File: src/rtl/bridge_tx.sv
// bridge_tx: turns 16-bit bus read responses into 7-byte ASCII messages
// ("M" + four uppercase hex digits + CR + LF), handed one byte at a time
// to a UART transmitter over a valid/ready handshake. Write acks are ignored.
//
// Ports:
//   clk      system clock, rising edge
//   rst      synchronous active-high reset
//   data_i   read-response data from the bus
//   rw_i     0 = read response (transmit), 1 = write ack (ignore)
//   valid_i  single-cycle response strobe
//   ready_o  high while idle and able to capture a response
//   data_o   ASCII byte to the UART transmitter
//   valid_o  data_o is valid
//   ready_i  UART transmitter accepts data_o this cycle
module bridge_tx (
  input  logic        clk,
  input  logic        rst,
  input  logic [15:0] data_i,
  input  logic        rw_i,
  input  logic        valid_i,
  output logic        ready_o,
  output logic [7:0]  data_o,
  output logic        valid_o,
  input  logic        ready_i
);

  localparam int unsigned WORD_W = 16;
  localparam int unsigned IDX_W  = 3;
  localparam int unsigned BYTE_W = 8;
  localparam logic [IDX_W-1:0] LAST_IDX = IDX_W'(6);

  typedef enum logic {
    IDLE,
    SEND
  } state_t;

  state_t              state_q, state_d;
  logic [IDX_W-1:0]    idx_q, idx_d;
  logic [WORD_W-1:0]   word_q, word_d;

  // Nibble to uppercase ASCII hex digit.
  function automatic logic [BYTE_W-1:0] hex_char(input logic [3:0] n);
    if (n < 4'd10) hex_char = BYTE_W'(8'h30) + BYTE_W'(n);
    else           hex_char = BYTE_W'(8'h37) + BYTE_W'(n);
  endfunction

  // State, byte index and captured word.
  always_ff @(posedge clk) begin
    if (rst) begin
      state_q <= IDLE;
      idx_q   <= '0;
      word_q  <= '0;
    end else begin
      state_q <= state_d;
      idx_q   <= idx_d;
      word_q  <= word_d;
    end
  end

  // Next-state and outputs; outputs decode directly from the registers above.
  always_comb begin
    state_d = state_q;
    idx_d   = idx_q;
    word_d  = word_q;
    ready_o = 1'b0;
    valid_o = 1'b0;
    data_o  = '0;

    case (state_q)
      IDLE: begin
        ready_o = 1'b1;
        if (valid_i && !rw_i) begin
          word_d  = data_i;
          idx_d   = '0;
          state_d = SEND;
        end
      end

      SEND: begin
        valid_o = 1'b1;
        case (idx_q)
          3'd0:    data_o = 8'h4D;
          3'd1:    data_o = hex_char(word_q[15:12]);
          3'd2:    data_o = hex_char(word_q[11:8]);
          3'd3:    data_o = hex_char(word_q[7:4]);
          3'd4:    data_o = hex_char(word_q[3:0]);
          3'd5:    data_o = 8'h0D;
          3'd6:    data_o = 8'h0A;
          default: data_o = '0;
        endcase
        if (ready_i) begin
          if (idx_q == LAST_IDX) begin
            idx_d   = '0;
            state_d = IDLE;
          end else begin
            idx_d = idx_q + IDX_W'(1);
          end
        end
      end

      default: state_d = IDLE;
    endcase
  end

endmodule

File: config.mk
export PLATFORM = sky130hd
export DESIGN_NAME = bridge_tx
export DESIGN_NICKNAME = d
export VERILOG_FILES = /design/src/rtl/bridge_tx.sv
export SDC_FILE = /design/constraint.sdc
export NUM_CORES = 1
export LEC_CHECK = 0
export BUFFER_PORTS_ARGS = -buffer_cell sky130_fd_sc_hd__buf_4
export CAP_MARGIN = 30
export CORE_ASPECT_RATIO = 0.75
export CORE_MARGIN = 1.5
export CORE_UTILIZATION = 45
export DETAILED_ROUTE_END_ITERATION = 10
export PLACE_DENSITY = 0.8
export SLEW_MARGIN = 20
export SYNTH_ARGS = -nofsm -noshare
export SYNTH_HDL_FRONTEND = slang
export SYNTH_SLANG_ARGS = --single-unit
export TNS_END_PERCENT = 5
File: constraint.sdc
create_clock -name clk -period 4 [get_ports clk]
set_input_delay 0.2 -clock clk [delete_from_list [all_inputs] [get_ports clk]]
set_output_delay 0.2 -clock clk [all_outputs]
set_load 0.01 [all_outputs]
==> out/results.env, run 1 <==
STATUS='finished clean'
DRC_ERRORS=0
ANTENNA-DIODE-COUNT=0
SYNTH_TOP_CELL_AREA_SHARE_PCT=29.5
MAX-CLOCK-PATH-BUFFERS=2
CTS_TREE='built'
POWERDENSITY_nW_PER_UM2=306
SYNTH_ENABLE_FLOP_CELLS=0
INTERNAL-POWER_mW=0.378
CP-START-KIND='register'
IOS=31
PLACE.DETAILED.INSTANCES=247
NETLIST_TOP_CELLS_COUNT='40 x sky130_fd_sc_hd__nand2_1, 30 x sky130_fd_sc_hd__a21oi_1, 20 x sky130_fd_sc_hd__dfxtp_1'
COUNT_LEADER_SYNTH='sky130_fd_sc_hd__nand2_1'
POWER.SHARE.SWITCHING_PCT=24.8
CAP_VIOL_MAX_COUNT=0
WORST_EP_REQUIRED_TIME_PS=3800
TRITONCTS.NUM_BUFFERS=3
CLOCK_POWER_SHARE_PCT=41.0
GP_CONGESTION=0.936
WIRE_PER_INST_UM=12.7
SYN_AREA_PER_CELL_SQ_UM=7.18
CTS.HOLD.BUFFERS_ADDED=0
AREA_DELTA_SYNTH_FINAL_PCT=20.9
VIAS_PER_CELL=5.53
NET_SWITCHING_mW=0.125
POSTCTSSETUPBUFFERS=0
CRIT_PATH_MAX_INCR_DELAY_PS=590
SYNTHARSTFLOPSHARE_PCT=0
YOSYSWARNINGCOUNT=0
SUMMED_INSTANCE_AREA_OF_THE_SYNTHESIZED_NETLIST_SQ_UM=1360
GLOBAL_ROUTE.OVERFLOW_TOTAL=0
POST-ROUTE-MIN-PERIOD_PS=2270
END_KIND='primary output'
GRT_FIRST_PASS_WIRELENGTH_UM=5630
SLEW_WORST_PIN_PS=687
SYNTHDISTINCTLIBCELLS=38
MAX_CLOCK_FREQ_MHz=440
SYNTH_AREA_LEADERS='sky130_fd_sc_hd__dfxtp_1 30%, sky130_fd_sc_hd__a21oi_1 11%, sky130_fd_sc_hd__nand2_1 11%'
POWER.STATIC_LEAKAGE_nW=0.600
PERIOD_SHARE_PCT=56.8
POSTSYNTHREGISTERBITS=20
FINAL.SETUP_SKEW_PS=1.64
SYNTH_COMPOUND_GATE_AREA_SHARE_PCT=29.9
SYNTH_CELLS=189
SYNTH_FLOP_CELL='sky130_fd_sc_hd__dfxtp_1'
CORE-AREA_SQ_UM=2910
NUMBER_OF_SETUP_VIOLATIONS_IN_THE_FINAL_REPORT=0
IO_BUFFER_COUNT=29
DETAIL-ROUTE-ANTENNA-NETS=0
CP_MAX_STAGE_CELL='sky130_fd_sc_hd__dfxtp_1'
CTS_SINKS=20
FLOORPLAN.INITIALDENSITY_PCT=46.5
POST_SYNTH_FA_HA_MAJ_AREA_FRACTION_PCT=4.61
SYNTH_SIMPLE_GATE_AREA_SHARE_PCT=25.1
FINAL_INSTANCE_AREA_SQ_UM=1640
HTREE_NUM_LEVELS=1
WORSTPATHARRIVAL_PS=2070
FIRST_GLOBAL_VIAS=1225
FINALNONFILLERCELLS=251
GRT_UTIL_ALL_LAYERS_PCT=22.1
DETAILED_PLACE_HPWL_UM=2330
PLACED_CELL_AREA_SQ_UM=1570
PLACEMENT_ROWS=17
DIE_WIDTH_UM=66.4
SLEW_HEADROOM_PCT=54.1
DRIVE_GT1_SHARE_PCT=16.9
FIN_SETUP_TNS_PS=0
CRITICAL_PATH.MOST_COMMON_CELL='sky130_fd_sc_hd__o311ai_0'
VDD_IR_DROP_MAX_V=0.000278
REG2REG_SETUP_SLACK_PS=2310
POSTSYNTHNETCOUNT=215
CLOCK-ROOT-BUFFER='sky130_fd_sc_hd__clkbuf_8'
FINAL_HOLD_VIOL_COUNT=0
VIAS=1388
FIRST_PASS_ITERS=4
DP_WORST_SETUP_SLACK_PS=2070
POWER_FRAC_COMB_PCT=14.7
CRITICALPATHCATEGORY='reg2out'
GRT_ANTENNA_BEFORE_REPAIR=0
GRT_START_MAX_NET_PINS=21
FINAL_NETS=240
HOLDCRITPATHCLASS='in2reg'
POSTLAYOUTSETUPSLACKWORST_PS=1730
SYNTH_AREA_LEADER_CELL='sky130_fd_sc_hd__dfxtp_1'
DETAIL_ROUTE.ITER0.VIOLATIONS=85
CTS-RESIZED-GATES=0
CRITICAL_PATH.MAX_FANOUT=13
INSERTION_DELAY_PS=260
DOMINANT_COMBINATIONAL_CELL_FAMILY_BY_AREA_AFTER_SYNTHESIS='compound AO/OA/AOI/OAI gates'
POST_SYNTH_XOR_AREA_FRACTION_PCT=2.58
UNREPAIRED_SETUP_ENDPOINTS_AFTER_GLOBAL_ROUTING='false'
CLOCK_TRANSITION_AT_THE_REGISTER_CLOCK_PINS_ON_THE_WORST_SETUP_AND_HOLD_PATHS_AFTER_CTS_PS=80
DIE-AREA_SQ_UM=3360
MULTIPLEXER_AREA_FRACTION_AFTER_SYNTHESIS_PCT=0
POWER_FRAC_SEQ_PCT=44.3
DRV_SLEW=0
ROUTED_WIRELENGTH_UM=3190
CRIT_CHAIN='nor2b_1 -> o311ai_0 -> o311ai_0 -> a31oi_1 -> buf_4'
DIE_Y_UM=50.5
YOSYSSEQAREASHARE_PCT=29.5
## worst max-delay path, delay by kind of cell (launching register included)
family | cells | cell delay, ps
flip-flops | 1 | 590
buffers and inverters | 1 | 170
AO/OA/AOI/OAI | 3 | 580
AND/OR/NAND/NOR | 1 | 460
## state kept, by name (all words and copies together), names as in the netlist
name / count
word_q: 16
idx_q: 3
state_q: 1
## logic make-up after synthesis
family,after synthesis
compound gates,65
xor+xnor,4
fa+ha+maj,5
buf+inv,24
flops,20
other cells,1
simple gates,70
## through the flow
step                      total power [mW]  hold WS, ps  utilization [%]
final                                0.503          172             56.3
after CTS                            0.503          175             56.3
after global routing                 0.524          180             56.3
after detailed placement             0.301          457             53.8
after floorplan                      0.270          336                -
after global placement               0.300          451             53.8
## cell type report
class                      count  area [sq um]
fill                         282          1270
clock inverter                 1          30.0
sequential                    20           400
inverter                      15          56.3
multi-input combinational    145           847
clock buffer                   3          41.3
tap                           38          47.5
timing repair buffer          29           218
## cells in the final DEF (no fill, tap or decap), types with 2 or more instances in the layout
cell type,synthesis,layout
sky130_fd_sc_hd__nand2_1,40,40
sky130_fd_sc_hd__a21oi_1,30,30
sky130_fd_sc_hd__buf_4,4,29
sky130_fd_sc_hd__dfxtp_1,20,20
sky130_fd_sc_hd__inv_1,15,15
sky130_fd_sc_hd__o21ai_0,8,8
sky130_fd_sc_hd__nor2_1,8,8
sky130_fd_sc_hd__nor2b_1,5,5
sky130_fd_sc_hd__nand3_1,5,5
sky130_fd_sc_hd__ha_1,5,5
sky130_fd_sc_hd__xnor2_1,4,4
sky130_fd_sc_hd__a32oi_1,3,3
sky130_fd_sc_hd__o21ai_1,3,3
sky130_fd_sc_hd__o211ai_1,3,3
sky130_fd_sc_hd__a31oi_1,3,3
sky130_fd_sc_hd__and4b_1,3,3
sky130_fd_sc_hd__a211oi_1,3,3
sky130_fd_sc_hd__clkbuf_8,0,3
sky130_fd_sc_hd__or3_1,2,2
sky130_fd_sc_hd__o311ai_0,2,2
sky130_fd_sc_hd__o32a_1,2,2
## power by group through the flow
stage	logic (mW)	registers, mW	clock network [mW]
floorplan	0.0478	0.222	0
global placement	0.0727	0.227	0
detailed placement	0.0737	0.227	0
CTS	0.0741	0.223	0.207
global route	0.0838	0.225	0.215
finish	0.0738	0.223	0.206
## path summary, 6_finish.rpt
path,to,depth (start not counted),startpoint
setup / recovery,data_o[3],5,idx_q[2]
hold / removal,word_q[3],3,data_i[3]
setup reg to reg,idx_q[1],4,state_q
hold reg to reg,word_q[4],2,word_q[4]
## layer usage
layer | GRT usage (%) | vias up | wire [um]
met5 | 0 | - | 0
met4 | 6.46 | 0 | 30
met3 | 4.71 | 4 | 256
met2 | 32.0 | 43 | 1390
met1 | 32.7 | 619 | 1510
li1 | - | 722 | -
Power figures use the tool's default switching activity.
==> run 2, diff against run 1 <==
==> constraint.sdc (replaced) <==
create_clock -name clk -period 2.1 [get_ports clk]
set_input_delay 0.105 -clock clk [delete_from_list [all_inputs] [get_ports clk]]
set_output_delay 0.105 -clock clk [all_outputs]
set_load 0.01 [all_outputs]
==> out/results.env, run 2 (synthesis gave the netlist of run 1 again) <==
STATUS='finished clean'
POWER_FRAC_SEQ_PCT=44.3
TRITONCTS.NUM_BUFFERS=3
END_KIND='primary output'
LARGEST_REGISTER_FFS=16
VDD_IR_DROP_MAX_V=0.000415
CRIT_PATH_MAX_INCR_DELAY_PS=430
CORE-AREA_SQ_UM=2910
LARGESTREGISTERS='word_q x16, idx_q x3, state_q x1'
NET_SWITCHING_mW=0.236
GLOBAL_ROUTE.OVERFLOW_TOTAL=0
INTERNAL-POWER_mW=0.723
PATH_BUF_INV=3
FINAL.SETUP_SKEW_PS=0.551
CRIT_CHAIN='nand2_1 -> inv_1 -> ha_1 -> inv_1 -> a211o_1 -> a31oi_2 -> buf_4'
INSERTION_DELAY_PS=260
CTS_TREE='built'
PLACEMENT_ROWS=17
DRIVE_GT1_SHARE_PCT=20.6
GRT_UTIL_ALL_LAYERS_PCT=21.7
POWER.STATIC_LEAKAGE_nW=0.629
CP-START-KIND='register'
POWER_FRAC_COMB_PCT=15.4
CRITICALPATHCATEGORY='reg2out'
WIRE_PER_INST_UM=13.3
DIE_WIDTH_UM=66.4
GRT_START_MAX_NET_PINS=21
FIRST_PASS_ITERS=4
CRITICAL_PATH.MAX_FANOUT=11
MAX-CLOCK-PATH-BUFFERS=2
UNREPAIRED_SETUP_ENDPOINTS_AFTER_GLOBAL_ROUTING='true'
ANTENNA-DIODE-COUNT=0
GRT_FIRST_PASS_WIRELENGTH_UM=5620
HTREE_NUM_LEVELS=1
FIRST_GLOBAL_VIAS=1282
VIAS_PER_CELL=5.72
WORSTPATHARRIVAL_PS=1900
DRC_ERRORS=0
DETAILED_PLACE_HPWL_UM=2460
AREA_DELTA_SYNTH_FINAL_PCT=24.5
PERIOD_SHARE_PCT=95.3
POWERDENSITY_nW_PER_UM2=568
IOS=31
CRITICAL_PATH.MOST_COMMON_CELL='sky130_fd_sc_hd__inv_1'
DIE_Y_UM=50.5
FLOORPLAN.INITIALDENSITY_PCT=46.5
LARGEST-REGISTER='word_q'
POWER.SHARE.SWITCHING_PCT=24.6
CTS_SINKS=20
IO_BUFFER_COUNT=29
FINAL_HOLD_VIOL_COUNT=0
VIAS=1465
FINAL_NETS=245
GP_CONGESTION=0.898
CAP_VIOL_MAX_COUNT=0
PLACED_CELL_AREA_SQ_UM=1610
POST-ROUTE-MIN-PERIOD_PS=2000
FINAL_CELL_MIX='40 x sky130_fd_sc_hd__nand2_1, 34 x sky130_fd_sc_hd__buf_4, 30 x sky130_fd_sc_hd__a21oi_1'
DETAIL_ROUTE.ITER0.VIOLATIONS=110
CP_MAX_STAGE_CELL='sky130_fd_sc_hd__dfxtp_2'
ROUTED_WIRELENGTH_UM=3390
FINAL_INSTANCE_AREA_SQ_UM=1690
PATH_DELAY_FAMILY='compound AO/OA/AOI/OAI gates'
DRV_SLEW=0
MAX_CLOCK_FREQ_MHz=500
LAYOUT.CELLS.MOST_COMMON='sky130_fd_sc_hd__nand2_1'
NUMBER_OF_SETUP_VIOLATIONS_IN_THE_FINAL_REPORT=0
CLOCK_TRANSITION_AT_THE_REGISTER_CLOCK_PINS_ON_THE_WORST_SETUP_AND_HOLD_PATHS_AFTER_CTS_PS=80
HOLDCRITPATHCLASS='in2reg'
WORST_EP_REQUIRED_TIME_PS=2000
DIE-AREA_SQ_UM=3360
DETAIL-ROUTE-ANTENNA-NETS=0
CLOCK_POWER_SHARE_PCT=40.3
CLOCK-ROOT-BUFFER='sky130_fd_sc_hd__clkbuf_8'
GRT_ANTENNA_BEFORE_REPAIR=0
LAYOUT.CORE_UTILIZATION_PCT=58.0
[run 2: cell types whose count changed in the layout (fill, tap and decap cells not counted), sizes merged]
| cell | change |
|---|---|
| buf | +5 |
[run 2: final timing paths]
| check | startpoint | to | slack, ps | depth (start not counted) |
|---|---|---|---|---|
| setup / recovery | idx_q[1] | data_o[1] | 100 | 7 |
| hold / removal | data_i[1] | word_q[1] | 90 | 3 |
| setup reg to reg | state_q | word_q[8] | 660 | 4 |
| hold reg to reg | word_q[0] | word_q[0] | 490 | 2 |
[run 2: layout make-up]
class | instances | area (sq um)
flip-flops and latches | 20 | 403
clock buffers | 3 | 41.3
multi-input cells | 145 | 856
clock inverters | 1 | 30.0
fillers | 273 | 1220
well taps | 38 | 47.5
repair buffers | 34 | 255
inverters | 15 | 56.3
[run 2: per-layer routing]
layer / GRT usage, % / share of wire [%] / routed length, um / vias to the layer above
met2: 35.0 / 44 / 1490 / 64
li1: - / - / - / 733
met3: 4.04 / 8.9 / 301 / 4
met1: 30.4 / 47 / 1580 / 664
met4: 4.08 / 0.53 / 18 / 0
met5: 0 / 0 / 0 / -
[run 2: power groups by stage]
stage	combinational [mW]	sequential [mW]	clock, mW
2_1_floorplan	0.0911	0.423	0
3_3_place_gp	0.143	0.432	0
3_5_place_dp	0.145	0.432	0
4_1_cts	0.146	0.423	0.390
5_1_grt	0.165	0.428	0.405
6_report	0.147	0.425	0.387
[run 2: stage by stage]
step / instances / total power [mW] / hold slack, ps / setup TNS, ps / setup slack, ps
after CTS: 256 / 0.959 / 82.9 / 0 / 0.504
after floorplan: 189 / 0.514 / 241 / 0 / 614
after global placement: 252 / 0.575 / 356 / 0 / 331
after detailed placement: 252 / 0.577 / 359 / 0 / 330
final: 256 / 0.959 / 85.2 / 0 / 98.7
after global routing: 256 / 0.998 / 93.2 / -8.96 / -8.96
[run 2: what timing repair did]
item	CTS	global route
hold buffers	0	0
resized for setup	0	4
buffers inserted	0	0
endpoints found under the setup margin	0	6
[run 2: worst reg2reg max path, cell delays in order (launching register included)]
cell and delay [ps]:
sky130_fd_sc_hd__dfxtp_1 630, sky130_fd_sc_hd__inv_1 190, sky130_fd_sc_hd__nand3_2 310, sky130_fd_sc_hd__nand2_1 110, sky130_fd_sc_hd__a21oi_1 140
==> run 3, diff against run 2 <==
--- a/config.mk
+++ b/config.mk
@@ -11,7 +11,7 @@
 export CORE_MARGIN = 1.5
 export CORE_UTILIZATION = 45
 export DETAILED_ROUTE_END_ITERATION = 10
-export PLACE_DENSITY = 0.8
+export PLACE_DENSITY = 0.83
 export SLEW_MARGIN = 20
 export SYNTH_ARGS = -nofsm -noshare
 export SYNTH_HDL_FRONTEND = slang
==> constraint.sdc (replaced) <==
create_clock -name clk -period 1.7 [get_ports clk]
set_input_delay 0.085 -clock clk [delete_from_list [all_inputs] [get_ports clk]]
set_output_delay 0.085 -clock clk [all_outputs]
set_load 0.01 [all_outputs]
==> out/results.env, run 3 (synthesis gave the netlist of run 1 again) <==
DETAIL-ROUTE-ANTENNA-NETS=0
POWER.TOTAL_mW=1.24
LARGEST_REGISTER_FFS=16
DIE_Y_UM=50.5
FIRST_GLOBAL_VIAS=1441
MIN_FROM='data_i[10]'
FLOORPLAN.INITIALDENSITY_PCT=46.5
END_KIND='primary output'
PLACE.DETAILED.INSTANCES=260
POST-ROUTE-MIN-PERIOD_PS=1780
POWER.STATIC_LEAKAGE_nW=0.750
CLOCK_TRANSITION_AT_THE_REGISTER_CLOCK_PINS_ON_THE_WORST_SETUP_AND_HOLD_PATHS_AFTER_CTS_PS=80
ANTENNA-DIODE-COUNT=0
VIAS=1587
WORST_R2R_PATH_DEPTH=8
GRT_FIRST_PASS_WIRELENGTH_UM=6740
START_OF_THE_WORST_REGISTER_TO_REGISTER_PATH='idx_q[2]'
GP_CONGESTION=0.909
DETAIL_ROUTE.ITER0.VIOLATIONS=202
DRIVE_GT1_SHARE_PCT=41.7
AREA_DELTA_SYNTH_FINAL_PCT=45.4
CAP_VIOL_MAX_COUNT=0
WORST_EP_REQUIRED_TIME_PS=1620
STATUS='finished with violations'
POWERDENSITY_nW_PER_UM2=629
VIAS_PER_CELL=5.81
CRITICAL_PATH.MAX_FANOUT=3
FINAL_HOLD_VIOL_COUNT=0
FINALNONFILLERCELLS=273
GRT_ANTENNA_BEFORE_REPAIR=0
VDD_IR_DROP_MAX_V=0.000540
DIE_WIDTH_UM=66.4
PLACEMENT_ROWS=17
IOS=31
FILL_CELLS=229
MAX_CLOCK_FREQ_MHz=562
FINAL.SETUP_SKEW_PS=1.81
IO_BUFFER_COUNT=29
CORE-AREA_SQ_UM=2910
CTS_SINKS=20
PERIOD_SHARE_PCT=105
UNREPAIRED_SETUP_ENDPOINTS_AFTER_GLOBAL_ROUTING='true'
R2R_END='idx_q[2]'
ROUTED_WIRELENGTH_UM=4150
FINAL_NETS=262
GLOBAL_ROUTE.OVERFLOW_TOTAL=0
MAX-CLOCK-PATH-BUFFERS=2
HTREE_NUM_LEVELS=1
REG2REG_SETUP_SLACK_PS=260
NUMBER_OF_SETUP_VIOLATIONS_IN_THE_FINAL_REPORT=4
CTS.HOLD.BUFFERS_ADDED=0
LAYOUT.CELLS.MOST_COMMON='sky130_fd_sc_hd__buf_4'
CTS_TREE='built'
WORST_HOLD_PATH_CELL_COUNT=3
WIRE_PER_INST_UM=15.2
DRC_ERRORS=0
CRIT_CHAIN='inv_2 -> ha_4 -> and4b_1 -> o311a_1 -> nor2_2 -> o32ai_2 -> buf_4'
CLOCK-ROOT-BUFFER='sky130_fd_sc_hd__clkbuf_8'
DP_WORST_SETUP_SLACK_PS=73.3
INSERTION_DELAY_PS=260
DRV_SLEW=0
DETAILED_PLACE_HPWL_UM=2580
CRIT_PATH_MAX_INCR_DELAY_PS=350
WORST_HOLD_PATH.ENDPOINT='word_q[10]'
LARGEST-REGISTER='word_q'
POSTLAYOUTSETUPSLACKWORST_PS=-80.8
VIOLATIONS='negative setup slack'
CP-START-KIND='register'
LARGESTREGISTERS='word_q x16, idx_q x3, state_q x1'
FIRST_PASS_ITERS=4
TRITONCTS.NUM_BUFFERS=3
CRITICALPATHCATEGORY='reg2out'
WORSTPATHARRIVAL_PS=1700
FINAL_CELL_MIX='49 x sky130_fd_sc_hd__buf_4, 40 x sky130_fd_sc_hd__nand2_1, 29 x sky130_fd_sc_hd__a21oi_1'
HOLDCRITPATHCLASS='in2reg'
DIE-AREA_SQ_UM=3360
GRT_START_MAX_NET_PINS=21
GRT_UTIL_ALL_LAYERS_PCT=26.2
CP_MAX_STAGE_CELL='sky130_fd_sc_hd__dfxtp_2'
-- run 3: where the power goes --
group          internal [mW]  total (mW)  switching, mW
combinational          0.118       0.238          0.120
sequential             0.489       0.520         0.0314
clock                  0.315       0.483          0.168
-- run 3: worst max-delay path by stage --
| stage | slack, ps | to | cells past startpoint | startpoint |
|---|---|---|---|---|
| floorplan | 230 | data_o[1] | 5 | word_q[9] |
| global placement | 60 | data_o[1] | 6 | word_q[8] |
| detailed placement | 70 | data_o[1] | 6 | word_q[8] |
| CTS | -20 | data_o[2] | 7 | word_q[1] |
| global route | -150 | data_o[2] | 7 | word_q[9] |
| finish | -80 | data_o[2] | 7 | word_q[0] |
-- run 3: metrics by stage --
step / util (%) / hold WS, ps / instance area [sq um] / setup TNS, ps
global placement: 57.2 / 336 / 1670 / 0
global route: 67.7 / 59.8 / 1970 / -478
floorplan: - / 221 / 1360 / 0
finish: 67.7 / 54.9 / 1970 / -177
detailed placement: 57.2 / 342 / 1670 / 0
CTS: 65.7 / 54.2 / 1910 / -41.5
-- run 3: repair_timing --
item	in CTS	in global routing
hold endpoints to repair	0	0
setup endpoints to repair	7	6
setup buffers	7	2
pin swaps	14	6
resized for setup	41	14
-- run 3: critical path: cells and delay by family (launching register included) --
kind	cells	cell delay, ps
buf+inv	2	220
simple gates	2	300
compound gates	2	410
flops	1	350
fa+ha+maj	1	150
-- run 3: layout make-up --
| class | count | area (sq um) | share of cell area, % |
|---|---|---|---|
| well taps | 38 | 47.5 | 2.41 |
| clock inverters | 1 | 30.0 | 1.52 |
| clock buffers | 3 | 41.3 | 2.09 |
| multi-input cells | 145 | 978 | 49.6 |
| inverters | 15 | 56.3 | 2.86 |
| repair buffers | 51 | 390 | 19.8 |
| flip-flops and latches | 20 | 428 | 21.7 |
-- run 3: per-layer routing --
metal	track usage, %	vias up	share of wire [%]
li1	-	761	-
met1	35.8	749	43
met2	42.8	71	49
met3	4.48	6	7.0
met4	6.46	0	1.2
met5	0	-	0
